<file path="src/rtl/frame_fifo_wr_arb_pkg.sv">
// Shared definitions for the frame FIFO write arbiter and its pickers:
// FSM state encoding, default burst length and a width helper.
package frame_fifo_arb_pkg;

  // Arbiter FSM states.
  typedef enum logic {
    ST_IDLE  = 1'b0,
    ST_BURST = 1'b1
  } arb_state_t;

  // Default number of beats a single grant may carry before forced release.
  localparam int DEF_MAX_BURST = 16;

  // Ceiling log2, used for derived counter and index widths.
  function automatic int clog2(input int value);
    int r;
    r = 0;
    while ((1 << r) < value) begin
      r = r + 1;
    end
    return r;
  endfunction

endpackage

</file>
<file path="src/rtl/frame_fifo_wr_arb_if.sv">
// Producer-side and FIFO-side handshake bundle of the write arbiter.
// The arbiter uses the slave view; producers/FIFO (or a bench) use master.
interface frame_fifo_wr_arb_if #(
  parameter int NUM_REQ    = 2,
  parameter int DATA_WIDTH = 32
);

  logic [NUM_REQ-1:0]            req_valid;
  logic [NUM_REQ*DATA_WIDTH-1:0] req_data;
  logic [NUM_REQ-1:0]            req_last;
  logic [NUM_REQ-1:0]            req_ready;
  logic [DATA_WIDTH-1:0]         fifo_wr_data;
  logic                          fifo_wr_en;
  logic                          fifo_wr_vld;

  modport slave (
    input  req_valid,
    input  req_data,
    input  req_last,
    input  fifo_wr_vld,
    output req_ready,
    output fifo_wr_data,
    output fifo_wr_en
  );

  modport master (
    output req_valid,
    output req_data,
    output req_last,
    output fifo_wr_vld,
    input  req_ready,
    input  fifo_wr_data,
    input  fifo_wr_en
  );

endinterface

</file>
<file path="src/rtl/rr_arb_pick.sv">
// Combinational round-robin picker: returns the first requester found when
// scanning ptr, ptr+1, ... modulo N, as a one-hot vector and an index.
// Shared with the read-side scheduler.
module rr_arb_pick
  import frame_fifo_arb_pkg::*;
#(
  parameter int N     = 2,
  parameter int IDX_W = (N > 1) ? clog2(N) : 1
) (
  input  logic [N-1:0]     req,
  input  logic [IDX_W-1:0] ptr,
  output logic [N-1:0]     grant_oh,
  output logic [IDX_W-1:0] grant_idx
);

  // Candidate index for scan position gi, and whether it is requesting.
  logic [IDX_W-1:0] cand_idx [N];
  logic [N-1:0]     cand_hit;

  genvar gi;
  generate
    for (gi = 0; gi < N; gi++) begin : g_cand
      logic [IDX_W:0] cand_sum;
      // Wrap by comparison so non-power-of-two N works.
      assign cand_sum     = {1'b0, ptr} + (IDX_W+1)'(gi);
      assign cand_idx[gi] = (cand_sum >= (IDX_W+1)'(N))
                            ? IDX_W'(cand_sum - (IDX_W+1)'(N))
                            : IDX_W'(cand_sum);
      assign cand_hit[gi] = req[cand_idx[gi]];
    end
  endgenerate

  // Earliest scan position with a request wins.
  always_comb begin
    grant_idx = '0;
    grant_oh  = '0;
    for (int k = N - 1; k >= 0; k--) begin
      if (cand_hit[k]) begin
        grant_idx = cand_idx[k];
      end
    end
    if (|cand_hit) begin
      grant_oh[grant_idx] = 1'b1;
    end
  end

endmodule

</file>
<file path="src/rtl/frame_fifo_wr_arb.sv">
// Write-side arbiter for the frame FIFO: round-robin, burst-locked sharing
// of the FIFO write port among NUM_REQ pixel producers. One idle cycle per
// grant; during a burst the granted producer is passed straight through.
module frame_fifo_wr_arb
  import frame_fifo_arb_pkg::*;
#(
  parameter int NUM_REQ    = 2,
  parameter int DATA_WIDTH = 32,
  parameter int MAX_BURST  = DEF_MAX_BURST,
  parameter int CNT_W      = clog2(MAX_BURST + 1),
  parameter int ID_W       = (NUM_REQ > 1) ? clog2(NUM_REQ) : 1
) (
  input  logic                 clk,
  input  logic                 rst,
  input  logic                 arb_en,
  frame_fifo_wr_arb_if.slave   bus,
  output logic                 busy,
  output logic [ID_W-1:0]      grant_id,
  output logic [CNT_W-1:0]     beat_cnt
);

  arb_state_t       state_reg;
  logic [ID_W-1:0]  rr_ptr_reg;
  logic [ID_W-1:0]  grant_id_reg;
  logic [CNT_W-1:0] beat_cnt_reg;
  logic             busy_reg;

  logic [NUM_REQ-1:0] pick_oh;
  logic [ID_W-1:0]    pick_idx;
  logic               pick_any;

  logic [DATA_WIDTH-1:0] req_data_arr [NUM_REQ];
  logic [NUM_REQ-1:0]    ready_next;

  logic            in_burst;
  logic            sel_valid;
  logic            sel_last;
  logic            beat_acc;
  logic            cnt_at_max;
  logic            release_now;
  logic [ID_W-1:0] ptr_next;

  // Unpack the flattened producer data bus.
  genvar gi;
  generate
    for (gi = 0; gi < NUM_REQ; gi++) begin : g_unpack
      assign req_data_arr[gi] = bus.req_data[gi*DATA_WIDTH +: DATA_WIDTH];
    end
  endgenerate

  rr_arb_pick #(
    .N     (NUM_REQ),
    .IDX_W (ID_W)
  ) u_pick (
    .req       (bus.req_valid),
    .ptr       (rr_ptr_reg),
    .grant_oh  (pick_oh),
    .grant_idx (pick_idx)
  );

  assign pick_any = |pick_oh;

  assign in_burst    = (state_reg == ST_BURST);
  assign sel_valid   = bus.req_valid[grant_id_reg];
  assign sel_last    = bus.req_last[grant_id_reg];
  assign beat_acc    = in_burst & sel_valid & bus.fifo_wr_vld;
  assign cnt_at_max  = (beat_cnt_reg == CNT_W'(MAX_BURST - 1));
  assign release_now = beat_acc & (sel_last | cnt_at_max);
  // Next round-robin start: one past the granted producer, wrapped by compare.
  assign ptr_next    = (grant_id_reg == ID_W'(NUM_REQ - 1))
                       ? '0 : grant_id_reg + ID_W'(1);

  // Only the granted producer sees the FIFO's ready, and only in a burst.
  always_comb begin
    ready_next = '0;
    if (in_burst) begin
      ready_next[grant_id_reg] = bus.fifo_wr_vld;
    end
  end

  assign bus.req_ready    = ready_next;
  assign bus.fifo_wr_en   = in_burst & sel_valid;
  assign bus.fifo_wr_data = in_burst ? req_data_arr[grant_id_reg] : '0;

  assign busy     = busy_reg;
  assign grant_id = grant_id_reg;
  assign beat_cnt = beat_cnt_reg;

  // Grant FSM: arbitrate in IDLE, count accepted beats and release in BURST.
  always_ff @(posedge clk or posedge rst) begin
    if (rst) begin
      state_reg    <= ST_IDLE;
      rr_ptr_reg   <= '0;
      grant_id_reg <= '0;
      beat_cnt_reg <= '0;
      busy_reg     <= 1'b0;
    end else begin
      case (state_reg)
        ST_IDLE: begin
          if (arb_en && pick_any) begin
            grant_id_reg <= pick_idx;
            beat_cnt_reg <= '0;
            busy_reg     <= 1'b1;
            state_reg    <= ST_BURST;
          end
        end
        ST_BURST: begin
          if (beat_acc) begin
            beat_cnt_reg <= beat_cnt_reg + CNT_W'(1);
          end
          if (release_now) begin
            rr_ptr_reg <= ptr_next;
            busy_reg   <= 1'b0;
            state_reg  <= ST_IDLE;
          end
        end
        default: begin
          state_reg <= ST_IDLE;
          busy_reg  <= 1'b0;
        end
      endcase
    end
  end

endmodule

</file>
<file path="src/flat_wrapper.sv">
// flat-port wrapper written by rule: the top's interface ports become plain ports
module frame_fifo_wr_arb_flat import frame_fifo_arb_pkg::*;
#(
  parameter int NUM_REQ    = 2,
  parameter int DATA_WIDTH = 32,
  parameter int MAX_BURST  = DEF_MAX_BURST,
  parameter int CNT_W      = clog2(MAX_BURST + 1),
  parameter int ID_W       = (NUM_REQ > 1) ? clog2(NUM_REQ) : 1
)
  (clk, rst, arb_en, busy, grant_id, beat_cnt, bus_req_valid, bus_req_data, bus_req_last, bus_fifo_wr_vld, bus_req_ready, bus_fifo_wr_data, bus_fifo_wr_en);
  frame_fifo_wr_arb_if #(.NUM_REQ(NUM_REQ), .DATA_WIDTH(DATA_WIDTH)) bus_i ();
  input  logic clk;
  input  logic rst;
  input  logic arb_en;
  output logic busy;
  output logic [ID_W-1:0] grant_id;
  output logic [CNT_W-1:0] beat_cnt;
  input wire logic [$bits(bus_i.req_valid)-1:0] bus_req_valid;
  input wire logic [$bits(bus_i.req_data)-1:0] bus_req_data;
  input wire logic [$bits(bus_i.req_last)-1:0] bus_req_last;
  input wire logic [$bits(bus_i.fifo_wr_vld)-1:0] bus_fifo_wr_vld;
  output wire logic [$bits(bus_i.req_ready)-1:0] bus_req_ready;
  output wire logic [$bits(bus_i.fifo_wr_data)-1:0] bus_fifo_wr_data;
  output wire logic [$bits(bus_i.fifo_wr_en)-1:0] bus_fifo_wr_en;
  assign bus_i.req_valid = bus_req_valid;
  assign bus_i.req_data = bus_req_data;
  assign bus_i.req_last = bus_req_last;
  assign bus_i.fifo_wr_vld = bus_fifo_wr_vld;
  assign bus_req_ready = bus_i.req_ready;
  assign bus_fifo_wr_data = bus_i.fifo_wr_data;
  assign bus_fifo_wr_en = bus_i.fifo_wr_en;
  frame_fifo_wr_arb #(.NUM_REQ(NUM_REQ), .DATA_WIDTH(DATA_WIDTH), .MAX_BURST(MAX_BURST), .CNT_W(CNT_W), .ID_W(ID_W)) u_core (.clk(clk), .rst(rst), .arb_en(arb_en), .bus(bus_i), .busy(busy), .grant_id(grant_id), .beat_cnt(beat_cnt));
endmodule
</file>
<file path="config.mk">
export PLATFORM = sky130hd
export DESIGN_NAME = frame_fifo_wr_arb_flat
export DESIGN_NICKNAME = d
export VERILOG_FILES = /design/src/rtl/frame_fifo_wr_arb_pkg.sv /design/src/rtl/frame_fifo_wr_arb_if.sv /design/src/rtl/rr_arb_pick.sv /design/src/rtl/frame_fifo_wr_arb.sv /design/src/flat_wrapper.sv
export SDC_FILE = /design/constraint.sdc
export NUM_CORES = 1
export LEC_CHECK = 0
export CORE_MARGIN = 2
export CORE_UTILIZATION = 24
export CTS_BUF_LIST = sky130_fd_sc_hd__clkbuf_16
export CTS_CLUSTER_DIAMETER = 40
export DETAILED_ROUTE_END_ITERATION = 6
export GPL_ROUTABILITY_DRIVEN = 1
export GPL_TIMING_DRIVEN = 0
export PLACE_DENSITY = 0.67
export SYNTH_ARGS = -nofsm -noshare
export SYNTH_HDL_FRONTEND = slang
export SYNTH_SLANG_ARGS = --single-unit
</file>
<file path="constraint.sdc">
create_clock -name clk -period 3.5 [get_ports clk]
set_input_delay 1.05 -clock clk [delete_from_list [all_inputs] [get_ports clk]]
set_output_delay 1.05 -clock clk [all_outputs]
set_load 0.05 [all_outputs]
</file>
==> out/metrics.csv <==
metric,value,unit
critical path type,input port to output pin,
Max Cap Viol,0,
Final WS setup,0.0764,ns
Num CTS Buffers,3,
via count,1283,
clk_skew,0.00332,ns
Post-synth top cells,"mux2i_1 (34), nor2b_1 (33), dfrtp_1 (9)",
Final Max Tran Viols,0,
Worst-Skew Late Latency,0.23,ns
Initial Util,24.7,%
Fill cells,441,
Cell Pwr Density,923,nW/µm²
"Data required, critical path",2.45,ns
RD Place Congestion,0.728,
RR Startpoint,u_core.beat_cnt[0],
dominant cell type by area after synthesis,mux2i_1,
DRC,0,
Final Non-Filler Cells,290,
H-tree Lvls,1,
grt ovf,0,
"Net Count, Synth",195,
IO Count,114,
Worst Min Path Start,u_core.busy,
Buffers on Ports,113,
chip height,70.6,µm
pin count of the biggest net entering global routing,11,
TritonRoute pass-1 iters,4,
status,"complete, no violations",
setup violators final,0,
placed instance count,286,
CTS tree,done,
Netlist cell types,28,
initial DRC count,12,
Routed Antenna Nets,0,
die width,70.6,µm
Most used DFF post-synth,dfrtp_1,
final hold violations,0,
Layout area overhead,116,%
std cell rows,24,
Final Core Density,53.2,%
routed len/inst,13.2,µm
Leak,1.10,nW
gr usage total,15.0,%
share of layout cells above drive strength 1,5.04,%
Mapped Area,1070,µm²
Max-Slew Margin vs Limit,65.4,%
TNS Setup,0,ns
clk sinks,9,
WL final,3.81,mm
synthesis warning total,0,
CTS resizes,37,
Setup WS pre-CTS,-0.320,ns
first-pass GRT wire length,6.12,mm
finished layout cell area,2300,µm²
Total Power,2.12,mW
Post-synth ARST share,100,%
CP startpoint,bus_req_valid[1],
placed cell area,2260,µm²
minimum clock period,3.42,ns
initial antenna violation count,0,
max reg flops,5,
Antenna diodes,0,
multi-input logic area,777,µm²
register area,225,µm²
die area,4990,µm²
Syn Inst Count,121,
#FFs+latches synth,9,
Core ar.,4320,µm²
worst-margin pin slew,0.522,ns
Post-synth EDFFs,0,
Vias/cell,4.42,
vias in the first global route,1264,
Worst EP arrival,2.37,ns
worst-path fanout max,6,
top cell type's share of synthesized area,31.9,%
crit share post-route,97.8,%
nets@finish,313,
sequential cell area fraction in the yosys report,21.1,%
"top cells by area, synth","mux2i_1 (32%), dfrtp_1 (21%), nor2b_1 (19%)",
"count leader, synth",mux2i_1,
synthesized area per cell,8.81,µm²
WHS,0.507,ns
peak supply drop,0.595,mV
clock slew at reported path FFs,0.04,ns
crit end category,output pin,
Longest Clk Path Bufs,2,
RSZ-0062 raised after global routing,false,
fmax,292,MHz
Detail Placement HPWL,3.14,mm
"Hold-fix buffers, CTS",0,
postcts setup bufs,0,
CP Launch Type,input port,
Clock Tree Root,clkbuf_16,
worst min-delay path class,register to register,
-- cells in the final DEF, fill, tap and decap left out, drive strengths merged --
| cell | netlist | routed |
|---|---|---|
| a21boi | 1 | 1 |
| a21o | 1 | 1 |
| a21oi | 3 | 3 |
| a2bb2oi | 1 | 1 |
| a31oi | 3 | 3 |
| and2 | 2 | 2 |
| and3 | 2 | 2 |
| buf | 4 | 4 |
| clkbuf | 4 | 7 |
| clkdlybuf4s15 | 0 | 1 |
| clkdlybuf4s50 | 0 | 78 |
| dfrtp | 9 | 9 |
| dlygate4sd2 | 0 | 34 |
| ha | 2 | 2 |
| inv | 4 | 5 |
| mux2 | 2 | 2 |
| mux2i | 34 | 34 |
| nand2 | 2 | 2 |
| nand2b | 2 | 2 |
| nand3 | 1 | 1 |
| nand4 | 1 | 1 |
| nand4b | 1 | 1 |
| nor2 | 2 | 2 |
| nor2b | 33 | 33 |
| nor3 | 1 | 1 |
| o211ai | 1 | 1 |
| o21a | 1 | 1 |
| o21ai | 3 | 3 |
| o22ai | 1 | 1 |
-- path summary, 6_finish.rpt --
check                                     end  slack (ns)  depth (start not counted)
min in group asynchronous  u_core.beat_cnt[3]        1.09                          2
hold reg to reg                   u_core.busy        0.51                          1
setup reg to reg            u_core.rr_ptr_reg        1.96                          5
hold / removal                    u_core.busy        0.51                          1
setup / recovery               bus_fifo_wr_en        0.08                          4
max in group asynchronous  u_core.beat_cnt[2]        2.15                          2
-- critical path: stages --
cell,delay (ns)
clkdlybuf4s50_1,0.47
mux2_2,0.35
and2_1,0.17
clkdlybuf4s15_2,0.33
-- cells by family after synthesis --
logic type	Yosys count	synth area share, %
and+or+nand+nor	47	26.6
buffers and inverters	12	5.98
AOI/OAI and AO/OA	15	9.86
DFF	9	21.1
muxes	36	34.0
adders and majority gates	2	2.35
-- routing by layer --
layer	wire length (µm)	up-vias	share of wire, %	track usage, %
met5	0	-	0	0
met1	1610	567	42	18.5
met2	1880	58	49	26.6
met4	15	0	0.39	2.52
met3	309	2	8.1	3.99
li1	-	656	-	-
-- where the power goes --
part	switching [mW]	internal, mW	leakage (nW)
sequential	0.0564	0.153	0.110
combinational	1.13	0.585	0.947
clock	0.0480	0.149	0.0423
total	1.24	0.887	1.10
-- cell type report --
class	count	area share, %
repair buffers	113	47.4
inverters	4	0.653
multi-input cells	100	33.8
flip-flops and latches	9	9.79
well taps	52	2.83
clock inverters	1	0.163
plain buffers	8	2.12
clock buffers	3	3.26
Power figures use the tool's default switching activity.
